File: config.mk
export PLATFORM = sky130hd
export DESIGN_NAME = mul_share_arbiter
export DESIGN_NICKNAME = d
export VERILOG_FILES = /design/src/rtl/mul_share_arbiter.sv
export SDC_FILE = /design/constraint.sdc
export NUM_CORES = 1
export LEC_CHECK = 0
export BUFFER_PORTS_ARGS = -buffer_cell sky130_fd_sc_hd__clkbuf_2
export CORE_AREA = 2 2 76 78
export DETAILED_ROUTE_END_ITERATION = 8
export DIE_AREA = 0 0 78 80
export MAX_ROUTING_LAYER = met4
export PLACE_DENSITY = 0.74
export SETUP_SLACK_MARGIN = 0.3
export SYNTH_ARGS = -nofsm -noshare
export SYNTH_HDL_FRONTEND = slang
export SYNTH_SLANG_ARGS = --single-unit
export TNS_END_PERCENT = 5
File: constraint.sdc
create_clock -name clk -period 2.95 [get_ports clk]
set_input_delay 0.885 -clock clk [delete_from_list [all_inputs] [get_ports clk]]
set_output_delay 0.885 -clock clk [all_outputs]
set_load 0.01 [all_outputs]
File: src/rtl/mul_share_arbiter.sv
// Round-robin arbiter that time-shares one 4x4 unsigned multiplier
// among NUM_REQ requesters, returning product and requester ID.

module multiply_4by4 (
    input  logic [3:0] a,
    input  logic [3:0] b,
    output logic [7:0] product
);
    assign product = {4'd0, a} * {4'd0, b};
endmodule

module mul_share_arbiter #(
    parameter int NUM_REQ = 4,
    parameter int ID_W    = $clog2(NUM_REQ)
) (
    input  logic                   clk,
    input  logic                   rst_n,
    input  logic [NUM_REQ-1:0]     req_valid,
    input  logic [4*NUM_REQ-1:0]   req_a,
    input  logic [4*NUM_REQ-1:0]   req_b,
    output logic [NUM_REQ-1:0]     req_ready,
    output logic                   rsp_valid,
    input  logic                   rsp_ready,
    output logic [7:0]             rsp_product,
    output logic [ID_W-1:0]        rsp_id,
    output logic [15:0]            done_count
);
    typedef enum logic [1:0] {IDLE, MUL, RSP} state_t;

    state_t            state;
    state_t            next_state;
    logic [3:0]        op_a;
    logic [3:0]        op_b;
    logic [ID_W-1:0]   id_reg;
    logic [ID_W-1:0]   rr_ptr;
    logic [ID_W-1:0]   grant_id;
    logic [NUM_REQ-1:0] grant;
    logic [7:0]        mul_p;
    logic              window;
    logic              found;
    logic              accept;

    function automatic logic [ID_W-1:0] rr_index(
        input logic [ID_W-1:0] base,
        input int              k
    );
        int s;
        s = (int'(base) + k) % NUM_REQ;
        return ID_W'(s);
    endfunction

    multiply_4by4 u_mul (
        .a       (op_a),
        .b       (op_b),
        .product (mul_p)
    );

    // Search starts just past the last winner so every requester gets a turn.
    always_comb begin
        window   = rst_n && ((state == IDLE) || (state == RSP && rsp_ready));
        grant    = '0;
        grant_id = '0;
        found    = 1'b0;
        for (int k = 1; k <= NUM_REQ; k++) begin
            if (!found && req_valid[rr_index(rr_ptr, k)]) begin
                found    = 1'b1;
                grant_id = rr_index(rr_ptr, k);
            end
        end
        accept = window && found;
        if (accept) grant[grant_id] = 1'b1;
    end

    assign req_ready = grant;
    assign rsp_valid = (state == RSP);

    always_comb begin
        next_state = state;
        unique case (state)
            IDLE: if (accept) next_state = MUL;
            MUL:  next_state = RSP;
            RSP: begin
                if (rsp_ready) next_state = accept ? MUL : IDLE;
            end
            default: next_state = IDLE;
        endcase
    end

    always_ff @(posedge clk or negedge rst_n) begin
        if (!rst_n) state <= IDLE;
        else        state <= next_state;
    end

    always_ff @(posedge clk or negedge rst_n) begin
        if (!rst_n) begin
            op_a        <= '0;
            op_b        <= '0;
            id_reg      <= '0;
            rr_ptr      <= ID_W'(NUM_REQ - 1);
            rsp_product <= '0;
            rsp_id      <= '0;
            done_count  <= '0;
        end else begin
            if (accept) begin
                op_a   <= req_a[{grant_id, 2'b00} +: 4];
                op_b   <= req_b[{grant_id, 2'b00} +: 4];
                id_reg <= grant_id;
                rr_ptr <= grant_id;
            end
            if (state == MUL) begin
                rsp_product <= mul_p;
                rsp_id      <= id_reg;
            end
            if (state == RSP && rsp_ready) done_count <= done_count + 16'd1;
        end
    end
endmodule

==> metrics <==
mux contribution to synthesized area=0.153; synthesized netlist net count=283; number of placed cells counting well taps=367; number of I/O port buffers=69; type of the worst setup path=input port to output pin; clock net sink count=40; fill cell total of the finished layout=475; top flop regs=done_count: 16 flops, rsp_product: 8 flops; commonest cells after routing, fill and taps aside=clkbuf_2, dfrtp_1, mux2i_1, nand2_1, buf_4; DRC violations left=0; clock latency on the worst-skew pair=0.29 ns; post-route ant nets=0; commonest non-fill, non-tap cell in the layout=clkbuf_2; synthesized area=0.00246 mm²; data arrival time at the worst-slack endpoint=1.88 ns; global-route wire length before repair=8400 µm; pin count of the biggest net entering global routing=41; Die W=78 µm; count of routing violations after the opening detailed-route iteration=69; final cell utilization of the core=0.576; Final Hold Viols=0; nature of the critical path startpoint=input port; multi-input logic area=0.00140 mm²; Final Critical Period=2.76 ns; maximum ir drop on the vdd rail=0.380 mV; critical-path cell list=buf_2 -> nor4_2 -> nor4b_4 -> buf_4 -> nand2_4 -> nor2b_4 -> clkbuf_2; proportion of netlist area held by the largest area contributor=0.387; synthesized instance count=227; CTS Buf Count=5; number of synthesis warnings=0; antenna cell count=0; leak pwr=1.66 nW; smallest setup slack after layout=0.189 ns; XOR/XNOR share of the synthesized area=0.0642; PnR Total Power=2.78 mW; Fin Clk Skew=0.00667 ns; clock root cell=clkbuf_8; Worst path slowest cell=nor4_2; height of the chip=80 µm; TritonCTS clock tree=done; overall routed net length=4740 µm; layout cell share with drive strength beyond 1=0.386; vias per cell=4.94; final max-slew violation count=0; GRT Total Usage=0.174; hold wc startpoint=done_count[15]; weighted congestion reported at the end of routability-driven placement=0.802; initial core utilization=0.455; worst setup path start=req_valid[2]; portion of the post-synthesis area used by sequential elements=0.408; area of the core region=0.00541 mm²; footprint of the flip-flops and latches=0.00100 mm²; final setup TNS=0 ns; cell area after placement=0.00292 mm²; synthesis-stage register bit count=40; top area cells in the synthesized netlist=dfrtp_1, mux2i_1, ha_1; wire length per cell after detailed routing=12.4 µm; class of the worst hold path=register to register; share of the synthesized area in compound gates (AO/OA/AOI/OAI)=0.0575; setup repair after global routing missed its margin=yes; Via Count=1892; max-cap violation count=0; Final Hold Slack=0.463 ns; number of iterations in the first detailed-routing pass=4; ports placed on the boundary=70; Setup-failing EPs final=0; average size of a mapped cell=10.8 µm²; area fraction in and, or, nand and nor cells after synthesis=0.172; register with the most flip-flops=done_count; total grt overflow=0; nets=367; area of the die=0.00624 mm²; Reg clk slew, reported paths=0.07 ns; Largest register FFs=16; Critical Path Max Stage Delay=0.36 ns; number of antenna violations at the first check in global routing=0; via count of the first global-routing pass=1888; Critical path buffers and inverters=3; final design instance area without fill=0.00311 mm²; origin of the critical flop-to-flop path=op_b[1]; required time reported for the critical path endpoint=2.07 ns; final std cells w/o fill=383; maximum net fanout on the critical path=4; FP Rows=27; headroom to the max-slew limit=0.536; largest family of logic cells by synthesized area=simple AND/OR/NAND/NOR gates; power per cell area=894 mW/mm²; fmax=362 MHz; Period Utilization, post-route=0.936; Yosys top cell by area=dfrtp_1; hold_buf cts=0; htree depth=2; clock buffer depth=2; pin slew with the least headroom to its limit=0.696 ns; synthesis-to-layout area growth=26.7%; worst setup slack after placement=0.152 ns; DP HPWL=3640 µm; number of distinct library cells after synthesis=39; post-synthesis adder-cell area fraction=0.0988; crit-path leading delay family=simple AND/OR/NAND/NOR gates; status=finished clean; critical path capture point type=output pin
-- cell type report --
| class | instances | area share |
|---|---|---|
| Clock buffer | 6 | 0.0233 |
| Clock inverter | 1 | 0.00161 |
| Inverter | 13 | 0.0157 |
| Multi-Input combinational cell | 166 | 0.450 |
| Sequential cell | 40 | 0.322 |
| Tap cell | 72 | 0.0289 |
| Timing Repair Buffer | 85 | 0.158 |
-- power by group --
group          switching [mW]  total (mW)  internal [mW]  leakage [nW]
Sequential              0.149       0.889          0.739         0.506
Combinational           0.751        1.55          0.801          1.11
Clock                   0.182       0.343          0.161        0.0410
-- worst reg2reg max path, cell delays in order, from the launching register on --
cell and delay [ns]:
dfrtp_1 0.35, nand2_1 0.08, fa_1 0.50, fa_1 0.51, inv_1 0.05, ha_1 0.26, a21o_1 0.10, a21o_1 0.15
a21oi_2 0.07, or4b_4 0.48, nand3_2 0.08
-- cells in the mapped netlist --
| master | number |
|---|---|
| inv_1 | 13 |
| and3b_1 | 1 |
| nor2b_1 | 3 |
| and3_1 | 2 |
| mux2i_1 | 24 |
| ha_1 | 13 |
| dfstp_2 | 2 |
| fa_1 | 4 |
| o21ai_0 | 10 |
| nand4_1 | 6 |
| nand3_1 | 2 |
| nor3b_2 | 1 |
| nand2_1 | 22 |
| xnor2_1 | 9 |
| a221oi_1 | 1 |
| nor4_1 | 1 |
| nor3b_1 | 2 |
| a211o_2 | 1 |
| and2_1 | 9 |
| or2b_1 | 1 |
| nand2b_1 | 6 |
| or2_1 | 1 |
| buf_6 | 2 |
| dfrtp_1 | 38 |
| a21oi_1 | 3 |
| nand4_4 | 1 |
| and4_1 | 1 |
| nor4b_4 | 1 |
| clkbuf_1 | 2 |
| a211oi_2 | 1 |
| buf_12 | 1 |
| nor2_1 | 10 |
| nor3_1 | 2 |
| xor2_1 | 9 |
| o21a_1 | 3 |
| or4b_2 | 1 |
| buf_2 | 3 |
| mux2_2 | 12 |
| a21o_1 | 3 |
-- logic make-up (layout without fill, tap and decap cells) --
group	count (synthesis)	in the layout
XOR/XNOR	18	18
adder cells (fa/ha/maj)	17	17
buffers and inverters	21	105
AO/OA/AOI/OAI	22	22
multiplexers	36	36
AND/OR/NAND/NOR	73	73
flip-flops	40	40
-- worst paths after layout --
path                                   to  depth (start not counted)  slack [ns]
min reg2reg                done_count[15]                          1        0.46
max in group asynchronous       rr_ptr[1]                          2        1.90
min in group asynchronous   done_count[0]                          2        0.68
max                          req_ready[3]                          7        0.19
max reg2reg                rsp_product[7]                         10        0.25
min                        done_count[15]                          1        0.46
-- per-layer routing --
metal  routed length, µm  track usage  vias up
met1                2040        0.195      890
li1                    -            -      940
met3                 233       0.0396        7
met4                  77       0.0632        0
met2                2390        0.305       55
met5                   0            -        -
-- timing repair --
| item | in CTS | in global routing |
|---|---|---|
| gates resized for setup | 7 | 3 |
| setup buffers | 6 | 3 |
| endpoints found under the setup margin | 5 | 6 |
| pin swaps | 4 | 5 |
(Power assumes the default switching activity.)
